## config.mk

```make
export PLATFORM = sky130hd
export DESIGN_NAME = lsu
export DESIGN_NICKNAME = d
export VERILOG_FILES = /design/src/rtl/lsu.sv
export SDC_FILE = /design/constraint.sdc
export NUM_CORES = 1
export LEC_CHECK = 0
export ABC_AREA = 0
export BUFFER_PORTS_ARGS = -buffer_cell sky130_fd_sc_hd__buf_4
export CAP_MARGIN = 30
export CORE_MARGIN = 3
export CORE_UTILIZATION = 30
export CTS_CLUSTER_DIAMETER = 30
export DETAILED_ROUTE_END_ITERATION = 10
export MAX_ROUTING_LAYER = met4
export PLACE_DENSITY = 0.65
export SYNTH_ARGS = -nofsm -noshare
export SYNTH_HDL_FRONTEND = slang
export SYNTH_SLANG_ARGS = --single-unit
```

## constraint.sdc

```tcl
create_clock -name clk -period 3.02 [get_ports clk]
set_input_delay 0 -clock clk [delete_from_list [all_inputs] [get_ports clk]]
set_output_delay 0 -clock clk [all_outputs]
set_load 0.01 [all_outputs]
```

## src/rtl/lsu.sv

```systemverilog
// lsu: load/store unit between decode/ALU and a valid/ready memory bus.
// FSM IDLE -> REQ -> DONE with all outputs registered.
// Optional feature: define MISALIGN_TRAP_EN to fault misaligned H/HU/W
// accesses without touching the bus; undefined, low address bits that a
// halfword or word access does not use are ignored.
//
// Bus handshake: the unit raises mem_valid and holds mem_valid,
// mem_addr, mem_wdata and mem_wstrb stable until a posedge where
// mem_valid && mem_ready; that edge is the transfer (mem_rdata is
// sampled there for loads) and mem_valid drops right after it.
// mem_ready while mem_valid is low has no effect.
module lsu #(
   parameter int unsigned TIMEOUT_CYCLES = 255   // 0 disables the timeout
) (
   input  logic        clk,
   input  logic        rst,
   input  logic        start,
   input  logic        is_load,
   input  logic        is_store,
   input  logic [2:0]  funct3,
   input  logic [31:0] address,
   input  logic [31:0] store_data,
   output logic        mem_valid,
   input  logic        mem_ready,
   output logic [31:0] mem_addr,
   output logic [31:0] mem_wdata,
   output logic [3:0]  mem_wstrb,
   input  logic [31:0] mem_rdata,
   output logic [31:0] load_result,
   output logic        busy,
   output logic        done,
   output logic        fault,
   output logic [1:0]  dbg_state
);

   typedef enum logic [1:0] {
      S_IDLE = 2'd0,
      S_REQ  = 2'd1,
      S_DONE = 2'd2
   } state_t;

   // Wait counter is at least 8 bits, wider only if the limit needs it.
   localparam int unsigned CW = (TIMEOUT_CYCLES > 255) ? $clog2(TIMEOUT_CYCLES + 1) : 8;
   localparam logic [CW:0] TO_LIM = (CW+1)'(TIMEOUT_CYCLES);

   state_t          state;
   logic            op_load;
   logic [2:0]      f3_q;
   logic [1:0]      addr_lo_q;
   logic [CW-1:0]   wait_cnt;

   logic            one_op;
   logic            f3_legal;
   logic            misalign;
   logic            reject;
   logic [3:0]      st_strb;
   logic [31:0]     st_wdata;
   logic [CW:0]     cnt_inc;
   logic            timeout_hit;
   logic [7:0]      ld_byte;
   logic [15:0]     ld_half;
   logic [31:0]     ld_ext;

   assign dbg_state = state;

   // Decode the incoming request: legality, alignment and store lanes.
   always_comb begin
      one_op   = is_load ^ is_store;
      f3_legal = 1'b0;
      if (is_load) begin
         case (funct3)
            3'd0, 3'd1, 3'd2, 3'd4, 3'd5: f3_legal = 1'b1;
            default:                      f3_legal = 1'b0;
         endcase
      end else begin
         f3_legal = (funct3 <= 3'd2);
      end
`ifdef MISALIGN_TRAP_EN
      misalign = ((funct3[1:0] == 2'd1) && address[0]) ||
                 ((funct3[1:0] == 2'd2) && (address[1:0] != 2'b00));
`else
      misalign = 1'b0;
`endif
      reject   = !f3_legal || misalign;
      st_strb  = 4'b1111;
      st_wdata = store_data;
      case (funct3[1:0])
         2'd0: begin
            st_strb  = 4'b0001 << address[1:0];
            st_wdata = {4{store_data[7:0]}};
         end
         2'd1: begin
            st_strb  = 4'b0011 << {address[1], 1'b0};
            st_wdata = {2{store_data[15:0]}};
         end
         default: begin
            st_strb  = 4'b1111;
            st_wdata = store_data;
         end
      endcase
   end

   // Timeout compare on the count this cycle would produce.
   always_comb begin
      cnt_inc     = {1'b0, wait_cnt} + {{CW{1'b0}}, 1'b1};
      timeout_hit = (TIMEOUT_CYCLES != 0) && (cnt_inc == TO_LIM);
   end

   // Select the load lane from the latched address and extend it.
   always_comb begin
      case (addr_lo_q)
         2'd0:    ld_byte = mem_rdata[7:0];
         2'd1:    ld_byte = mem_rdata[15:8];
         2'd2:    ld_byte = mem_rdata[23:16];
         default: ld_byte = mem_rdata[31:24];
      endcase
      ld_half = addr_lo_q[1] ? mem_rdata[31:16] : mem_rdata[15:0];
      case (f3_q)
         3'd0:    ld_ext = {{24{ld_byte[7]}}, ld_byte};
         3'd1:    ld_ext = {{16{ld_half[15]}}, ld_half};
         3'd4:    ld_ext = {24'd0, ld_byte};
         3'd5:    ld_ext = {16'd0, ld_half};
         default: ld_ext = mem_rdata;
      endcase
   end

   // FSM and every registered output.
   always_ff @(posedge clk or posedge rst) begin
      if (rst) begin
         state       <= S_IDLE;
         op_load     <= 1'b0;
         f3_q        <= 3'd0;
         addr_lo_q   <= 2'd0;
         wait_cnt    <= '0;
         mem_valid   <= 1'b0;
         mem_addr    <= 32'd0;
         mem_wdata   <= 32'd0;
         mem_wstrb   <= 4'd0;
         load_result <= 32'd0;
         busy        <= 1'b0;
         done        <= 1'b0;
         fault       <= 1'b0;
      end else begin
         case (state)
            S_IDLE: begin
               if (start && one_op) begin
                  op_load   <= is_load;
                  f3_q      <= funct3;
                  addr_lo_q <= address[1:0];
                  wait_cnt  <= '0;
                  busy      <= 1'b1;
                  if (reject) begin
                     // Illegal or trapped access: skip the bus entirely.
                     state <= S_DONE;
                     done  <= 1'b1;
                     fault <= 1'b1;
                  end else begin
                     state     <= S_REQ;
                     mem_valid <= 1'b1;
                     mem_addr  <= {address[31:2], 2'b00};
                     mem_wstrb <= is_load ? 4'b0000 : st_strb;
                     mem_wdata <= is_load ? 32'd0 : st_wdata;
                  end
               end
            end
            S_REQ: begin
               if (mem_ready) begin
                  // Transfer beats a timeout landing on the same edge.
                  mem_valid <= 1'b0;
                  state     <= S_DONE;
                  done      <= 1'b1;
                  if (op_load) begin
                     load_result <= ld_ext;
                  end
               end else if (timeout_hit) begin
                  mem_valid <= 1'b0;
                  state     <= S_DONE;
                  done      <= 1'b1;
                  fault     <= 1'b1;
               end else begin
                  wait_cnt <= wait_cnt + CW'(1);
               end
            end
            S_DONE: begin
               state <= S_IDLE;
               done  <= 1'b0;
               fault <= 1'b0;
               busy  <= 1'b0;
            end
            default: begin
               state     <= S_IDLE;
               mem_valid <= 1'b0;
               done      <= 1'b0;
               fault     <= 1'b0;
               busy      <= 1'b0;
            end
         endcase
      end
   end

endmodule

```

Word level (Yosys, flattened, before mapping)
Index checks and enable logic that the tools add are counted.

word-level totals
  register bits = 118
  bits in latches = 0
  memory bits (writable) = 0
  ROM bits = 0
  input bits = 105
  memories = 0

operators by class
  add/sub/neg operators = 2
  multiply operators = 0
  div/mod/pow operators = 0
  $lt $le $gt $ge = 1
  equal/unequal tests = 20
  shift-type cells = 2
  mux-type cells = 32
  bitwise logic cells = 3
  reduce and logical (&&, ||, !) cells = 17

operators with widths
  cell                                           count
  one-hot mux 32 bit (4 select lines)            1
  one-hot mux 32 bit (2 select lines)            1
  2-to-1 mux 32 bit                              1
  2-to-1 mux 8 bit                               3
  one-hot mux 8 bit (3 select lines)             1
  2-to-1 mux 16 bit                              1
  one-hot mux 8 bit (2 select lines)             1
  == test 3 bit, second input constant           4
  2-to-1 mux 1 bit                               12
  inequality test 2 bit, second input constant   6
  AND reduction 4 bit                            3
  adder 8 x 1 -> 9 bit, second input constant    1
  == test 9 x 8 -> 1 bit, second input constant  1
  AND reduction 3 bit                            3
  adder 8 x 1 -> 8 bit, second input constant    1
  2-to-1 mux 2 bit                               4
  one-hot mux 4 bit (2 select lines)             1
  == test 2 x 1 -> 1 bit, second input constant  3
  == test 3 x 1 -> 1 bit, second input constant  2
  zero test 2 bit                                3
  zero test 3 bit                                2
  one-hot mux 1 bit (2 select lines)             3
  AND reduction 2 bit                            3
  OR reduction 5 bit                             1
  13 further kinds                               15

Logic depth before layout (Yosys ltp)
Gate-level depths: netlist of run 1.

  depth after elaboration = 7
  gate-level depth with buffers = 9
  depth with buffers taken out = 7

Worst setup path after synthesis of run 1
OpenSTA, ideal clock, no wires.

  kind = reg2reg
  start = register addr_lo_q[1]
  end = register load_result[19]
  setup time = 0.121 ns
  arrival time = 1.837 ns
  data required time = 2.899 ns
  path slack = 1.062 ns
  stages on the path, launching flop included = 8
  path buffers = 3
  cell sequence = dfrtp_1 > buf_6 > mux4_2 > and3b_1 > buf_6 > a311oi_4 > buf_6 > a21oi_1

on the way
  cells in the longest elaborated chain, start to end = 3

ends and longest elaborated chain
  what                                         line  source
  start: declaration                           49    logic [1:0] addr_lo_q;
  start signal: assignment                     149   addr_lo_q <= address[1:0];
  == test 2 bit, or another cell as far along  111   case (addr_lo_q)
  one-hot mux 8 bit (3 select lines)           111
  one-hot mux 32 bit (4 select lines) (*)      118   case (f3_q)
  end signal: assignment                       173   load_result <= ld_ext;
  end: declaration                             29    output logic [31:0] load_result,

Mark *: on every way between the ends. The rest lies on a longest branch, timed or not.
A chain may end at the register's enable or synchronous reset.

Worst setup path after layout of run 1
  start = register state[0] (netlist: dbg_state[0])
  end = register load_result[10]

on the way
  cells in the longest elaborated chain, start to end = 2

ends and longest elaborated chain
  what                                  line  source
  start: declaration                    46    state_t state;
  start signal: assignment              130   state <= S_IDLE;
  start signal: assignment              154   state <= S_DONE;
  start signal: assignment              158   state <= S_REQ;
  == test 2 x 1 -> 1 bit                144   case (state)
  AND reduction 3 bit (no source line)  --

Every way passes these cells.

==> flow_metrics.py, run 1 <==
metrics = {
    "die": {
        "die_w_microns": 141.9,
        "dieArea_sq_um": 20120,
        "start_util": 0.3072,
        "die_h_microns": 141.9,
        "pin_count": 211,
        "core_area_sq_um": 18020,
        "rows": 49,
    },
    "global_routing": {
        "grt_pass1_vias": 5398,
        "grt_max_degree": 57,
        "overflow": 0,
        "antenna_found_initial": 0,
        "groute.usage.overall": 0.1813,
        "grt_pass1_wl_microns": 28220,
    },
    "critical_path": {
        "cp_max_fo": 17,
        "cp.arrival_ns": 2.86,
        "r2r_start": "dbg_state[0]",
        "cp-end-kind": "flop",
        "crit_type": "flop to flop",
        "r2r_end": "load_result[10]",
        "cp-start-kind": "flop",
        "reg2reg_slack_ns": 0.50,
        "worstPathRequired_ns": 3.36,
        "r2r_cells": 5,
        "crit_path_start": "dbg_state[0]",
    },
    "drt": {
        "wirelength_microns": 17850,
        "ant_nets": 0,
        "drt_first_pass_iters": 5,
        "vias": 5259,
        "routed_via_density": 4.803,
        "drc": 0,
        "drtIter0Drc": 222,
        "routedWlPerCell_microns": 16.30,
    },
    "synthesis": {
        "async_flop_share": 1.000,
        "yosysUniqueCellTypes": 47,
        "synthesis.area_sq_um": 5537,
        "synth_common_cells": "dfrtp_1, nand2_1, a21oi_1",
        "syn_avg_cell_area_sq_um": 10.08,
        "synth_area_leaders": "dfrtp_1, mux2_2, nand2_1",
        "yosysMostFrequentCell": "dfrtp_1",
        "synth_top_area_cell": "dfrtp_1",
        "synth_seq_cells": 118,
        "synth_ff_type": "dfrtp_1",
        "synth.top_cell.area_share": 0.5333,
        "synth-warning-count": 0,
        "ys_seq_area_frac": 0.5333,
        "synth_edf_count": 0,
        "syn_inst": 549,
    },
    "timing": {
        "fin_crit_sh": 0.8343,
        "slew_headroom": 0.4461,
        "skew_ns": 0.01035,
        "worst_pin_slew_ns": 0.8277,
        "hold_violations": 0,
        "min_period_ns": 2.520,
        "rsz0062_at_grt": "no",
        "setup_ws_ns": 0.5004,
        "setup_viol": 0,
        "max_freq_mhz": 396.9,
        "slew_violations": 0,
        "setup-tns-final_ns": 0,
    },
    "clock_tree": {
        "clock_latency_ns": 0.41,
        "clk_root_buffer_cell": "clkbuf_16",
        "post_cts_buffers": 0,
        "cts_resized": 0,
        "cts_buffer_depth": 2,
        "numCtsBuffers": 17,
        "clkTransAtPathRegs_ns": 0.05,
        "cts_tree": "yes",
        "cts-htree-levels": 4,
        "clock_sinks": 118,
    },
    "place": {
        "dpl.hpwl_microns": 12020,
        "place_ws_ns": 0.7455,
        "dp.cells": 956,
        "placement.io_buffers": 208,
        "place_congestion": 0.8843,
    },
    "pwr": {
        "p_sw_frac": 0.3067,
        "p_comb_frac": 0.339,
        "clock_power_share": 0.316,
        "switchingPower_mw": 2.213,
        "pwr_density_cell_nw_per_um2": 796.2,
        "vdd_drop_max_mv": 0.5125,
        "p_leak_nw": 4.242,
        "pwr-share-seq": 0.345,
        "p_int_mw": 5.002,
    },
    "run_status": {
        "status": "complete, no violations",
    },
    "finish": {
        "diodes": 0,
        "fin_nets": 961,
        "area_growth_pct": 63.68,
        "drive_above_1_share": 0.3349,
        "fin_cells": 1095,
    },
    "min_path": {
        "whs_endpoint": "mem_wstrb[1]",
        "whs_path_depth": 3,
        "hold_start": "funct3[1]",
        "hp-class": "input pin to flop",
    },
    "run": {
        "cap_violations": 0,
    },
}
-- layer usage --
metal | track usage | wire length [microns] | vias up
li1 | - | - | 2546
met1 | 0.2331 | 7964 | 2500
met2 | 0.2888 | 8628 | 199
met3 | 0.04853 | 1121 | 14
met4 | 0.04040 | 133 | 0
met5 | - | 0 | -
-- worst max-delay path by stage --
stage / endpoint / slack (ns) / depth (start not counted)
2_1_floorplan: load_result[19] / 1.06 / 7
3_3_place_gp: load_result[27] / 0.86 / 4
3_5_place_dp: load_result[29] / 0.75 / 4
4_1_cts: load_result[11] / 0.50 / 5
5_1_grt: load_result[14] / 0.32 / 5
6_report: load_result[10] / 0.50 / 5
-- worst max-delay path, stage by stage (launching register included) --
cell and delay [ns]:
dfrtp_1 0.47, nor2b_1 0.25, and3_1 0.64, nand2b_1 0.30, o21ai_0 0.24, dlygate4sd3_1 0.56
-- through the flow --
step	area (sq um)	hold WS, ns	util	total power [mW]
2_1_floorplan	5544	0.1168	-	3.568
5_1_grt	9062	0.09082	0.5028	7.649
4_1_cts	9062	0.08816	0.5028	7.264
3_3_place_gp	7316	0.1662	0.4059	4.753
3_5_place_dp	7316	0.1625	0.4059	4.794
6_report	9062	0.09937	0.5028	7.216
-- power by group through the flow --
stage / clock (mW) / combinational, mW / sequential (mW)
after floorplan: 0 / 0.881 / 2.69
after global placement: 0 / 2.26 / 2.49
after detailed placement: 0 / 2.30 / 2.50
after CTS: 2.32 / 2.46 / 2.49
after global routing: 2.41 / 2.67 / 2.57
final: 2.28 / 2.45 / 2.49
-- cell usage in the layout, fill, tap and decap left out, drive strengths merged, types with 3 or more instances in the layout --
cell,netlist,layout
buf,10,218
dfrtp,118,118
dlygate4sd3,0,108
nand2,79,79
a21oi,45,45
nor2,39,39
mux2,36,36
o21ai,32,32
mux2i,26,26
o31ai,26,26
clkbuf,31,23
nand3,14,14
nand2b,11,11
nor3,10,10
inv,10,9
a31oi,9,9
o22ai,8,8
a22oi,7,7
nor2b,6,6
bufinv,0,5
o211ai,3,3
or3,3,3
-- repair_timing --
action                                  CTS  global route
hold buffers                            108             0
endpoints found under the hold margin   131             0
endpoints found under the setup margin    0             0
-- sequential cells by signal, summed over array words and instances (netlist names) --
register and count:
mem_addr 30, done 1, busy 1, mem_valid 1, load_result 32, fault 1
dbg_state 2, op_load 1, f3_q 3, mem_wstrb 4, mem_wdata 32, addr_lo_q 2
wait_cnt 8
-- kinds of logic after synthesis --
group                      synth area share
and+or+nand+nor                      0.1374
adders and majority gates          0.004519
other                             0.0006773
DFF                                  0.5333
buffers and inverters               0.04068
AOI/OAI and AO/OA                    0.1559
xor gates and xnor gates           0.003164
muxes                                0.1243
-- final cells by class --
| class | instances | area, sq um |
|---|---|---|
| Fill cell | 1665 | 8962 |
| Clock inverter | 8 | 167.7 |
| Inverter | 10 | 41.29 |
| Sequential cell | 118 | 2953 |
| Clock buffer | 23 | 498.0 |
| Multi-Input combinational cell | 381 | 2374 |
| Tap cell | 229 | 286.5 |
| Timing Repair Buffer | 326 | 2743 |
No activity file was read; power rests on OpenSTA's default activity.
==> inputs of run 2 (changes only) <==
==> constraint.sdc (replaced) <==
create_clock -name clk -period 2.2 [get_ports clk]
set_input_delay 0 -clock clk [delete_from_list [all_inputs] [get_ports clk]]
set_output_delay 0 -clock clk [all_outputs]
set_load 0.01 [all_outputs]
==> run 2 against run 1 <==
Die area unchanged. Cell count about the same. Utilization down 0.056 points. Clock skew down 0.0034 ns. Via count up 0.51%. Largest cell class unchanged. Critical endpoint is now wait_cnt[4]. Sequential share of layout area about the same. Combinational power up 35%. First-iteration DRC count up 8.6%. Cell area down 0.11%.
==> flow_metrics.py, run 2 (same netlist as run 1, synthesis figures left out) <==
metrics = {
    "timing": {
        "slew_headroom": 0.5722,
        "setup-tns-final_ns": 0,
        "setup_ws_ns": 0.2048,
        "fin_crit_sh": 0.9069,
        "setup_viol": 0,
        "max_freq_mhz": 501.2,
        "min_period_ns": 1.995,
        "slew_violations": 0,
        "hold_violations": 0,
        "worst_pin_slew_ns": 0.6418,
        "skew_ns": 0.006925,
        "rsz0062_at_grt": "no",
    },
    "drt": {
        "wirelength_microns": 17750,
        "routed_via_density": 4.823,
        "routedWlPerCell_microns": 16.19,
        "drtIter0Drc": 241,
        "ant_nets": 0,
        "drt_first_pass_iters": 6,
        "vias": 5286,
        "drc": 0,
    },
    "place": {
        "dpl.hpwl_microns": 11780,
        "place_congestion": 0.7948,
        "placement.io_buffers": 208,
        "place_ws_ns": 0.1647,
    },
    "die": {
        "rows": 49,
        "dieArea_sq_um": 20120,
        "die_h_microns": 141.9,
        "pin_count": 211,
        "start_util": 0.3072,
        "die_w_microns": 141.9,
        "core_area_sq_um": 18020,
    },
    "finish": {
        "final_util": 0.5022,
        "area_growth_pct": 63.50,
        "diodes": 0,
        "fin_nets": 961,
        "drive_above_1_share": 0.3449,
        "reg_top3": "load_result: 32 flops, mem_wdata: 32 flops, mem_addr: 30 flops",
        "final_cell_mix": "buf_4, dfrtp_1, dlygate4sd3_1",
        "final_common_cell": "buf_4",
    },
    "critical_path": {
        "reg2reg_slack_ns": 0.20,
        "cp-end-kind": "flop",
        "crit_path_cell_trace": "ha_2 > a21oi_1 > o211ai_1 > o211a_1 > o21ai_1 > buf_4 > or3_1 > o211ai_1",
        "worstPathRequired_ns": 2.52,
        "r2r_start": "wait_cnt[1]",
        "crit_type": "flop to flop",
        "cp-start-kind": "flop",
        "crit_path_start": "wait_cnt[1]",
        "r2r_end": "wait_cnt[4]",
        "crit_slowest_cell": "dfrtp_1",
        "cp_slowest_stage_delay_ns": 0.47,
        "cpMostUsedCell": "o211ai_1",
        "r2r_cells": 8,
        "worstSetupEndpoint": "wait_cnt[4]",
        "cp.arrival_ns": 2.31,
        "cp_max_fo": 12,
    },
    "clock_tree": {
        "clk_root_buffer_cell": "clkbuf_16",
        "clock_latency_ns": 0.41,
        "post_cts_buffers": 0,
        "cts_buffer_depth": 2,
        "numCtsBuffers": 17,
        "cts-htree-levels": 4,
        "clock_sinks": 118,
        "cts_tree": "yes",
        "clkTransAtPathRegs_ns": 0.05,
    },
    "global_routing": {
        "grt_pass1_wl_microns": 28690,
        "grt_max_degree": 80,
        "grt_pass1_vias": 5547,
        "overflow": 0,
        "groute.usage.overall": 0.1823,
        "antenna_found_initial": 0,
    },
    "pwr": {
        "clock_power_share": 0.318,
        "vdd_drop_max_mv": 0.6148,
        "switchingPower_mw": 3.053,
        "pwr-share-seq": 0.345,
        "pwr_density_cell_nw_per_um2": 1088,
        "p_comb_frac": 0.336,
        "p_sw_frac": 0.3099,
        "p_leak_nw": 4.235,
        "p_int_mw": 6.799,
    },
    "run_status": {
        "status": "complete, no violations",
    },
    "run": {
        "cap_violations": 0,
    },
    "min_path": {
        "hp-class": "input pin to flop",
    },
}
[run 2: cell count changes in the layout (fill, tap and decap cells not counted), sizes merged]
cell	change
clkinv	+2
inv	+1
clkbuf	-4
buf	+8
bufinv	+1
dlygate4sd3	-8
clkinvlp	+1
[run 2: worst min path at each step]
stage | from | cells after the start | to
after floorplan | address[1] | 2 | addr_lo_q[1]
after global placement | rst | 2 | mem_wstrb[1]
after detailed placement | rst | 2 | mem_valid
after CTS | store_data[29] | 3 | mem_wdata[29]
after global routing | store_data[29] | 3 | mem_wdata[29]
final | store_data[29] | 3 | mem_wdata[29]
[run 2: power groups by stage]
stage | combinational [mW] | sequential (mW) | clock, mW
after floorplan | 1.21 | 3.69 | 0
final | 3.31 | 3.40 | 3.14
after global placement | 3.14 | 3.40 | 0
after global routing | 3.61 | 3.51 | 3.31
after detailed placement | 3.19 | 3.41 | 0
after CTS | 3.34 | 3.40 | 3.20
[run 2: worst max-delay path: cells and delay by family, from the launching register on]
family	cells	cell delay, ns
compound gates	5	0.62
buf+inv	1	0.18
simple gates	1	0.34
fa+ha+maj	1	0.30
flops	1	0.47
[run 2: layout make-up]
type | instances | area, sq um
Clock buffer | 19 | 432.9
Clock inverter | 13 | 227.7
Fill cell | 1632 | 8972
Inverter | 10 | 41.29
Multi-Input combinational cell | 381 | 2376
Sequential cell | 118 | 2953
Tap cell | 229 | 286.5
Timing Repair Buffer | 326 | 2735
[run 2: metal layers]
metal,routed length (microns),track usage,vias up
met4,127,0.03182,0
met3,1177,0.05123,13
met5,0,-,-
met2,8873,0.3045,189
met1,7571,0.2243,2543
li1,-,-,2541
[run 2: what timing repair did]
item | in CTS | in global routing
gates resized for setup | 0 | 1
setup endpoints to repair | 0 | 2
endpoints found under the hold margin | 221 | 0
hold buffers | 100 | 0
[run 2: stage by stage]
| stage | instance area, sq um | power (mW) | hold WS [ns] | instances |
|---|---|---|---|---|
| after floorplan | 5544 | 4.898 | 0.1168 | 550 |
| after global placement | 7388 | 6.539 | -0.006713 | 964 |
| after detailed placement | 7388 | 6.603 | -0.004241 | 964 |
| after CTS | 9050 | 9.935 | 0.004369 | 1096 |
| after global routing | 9052 | 10.43 | 0.01639 | 1096 |
| final | 9052 | 9.853 | 0.007592 | 1096 |
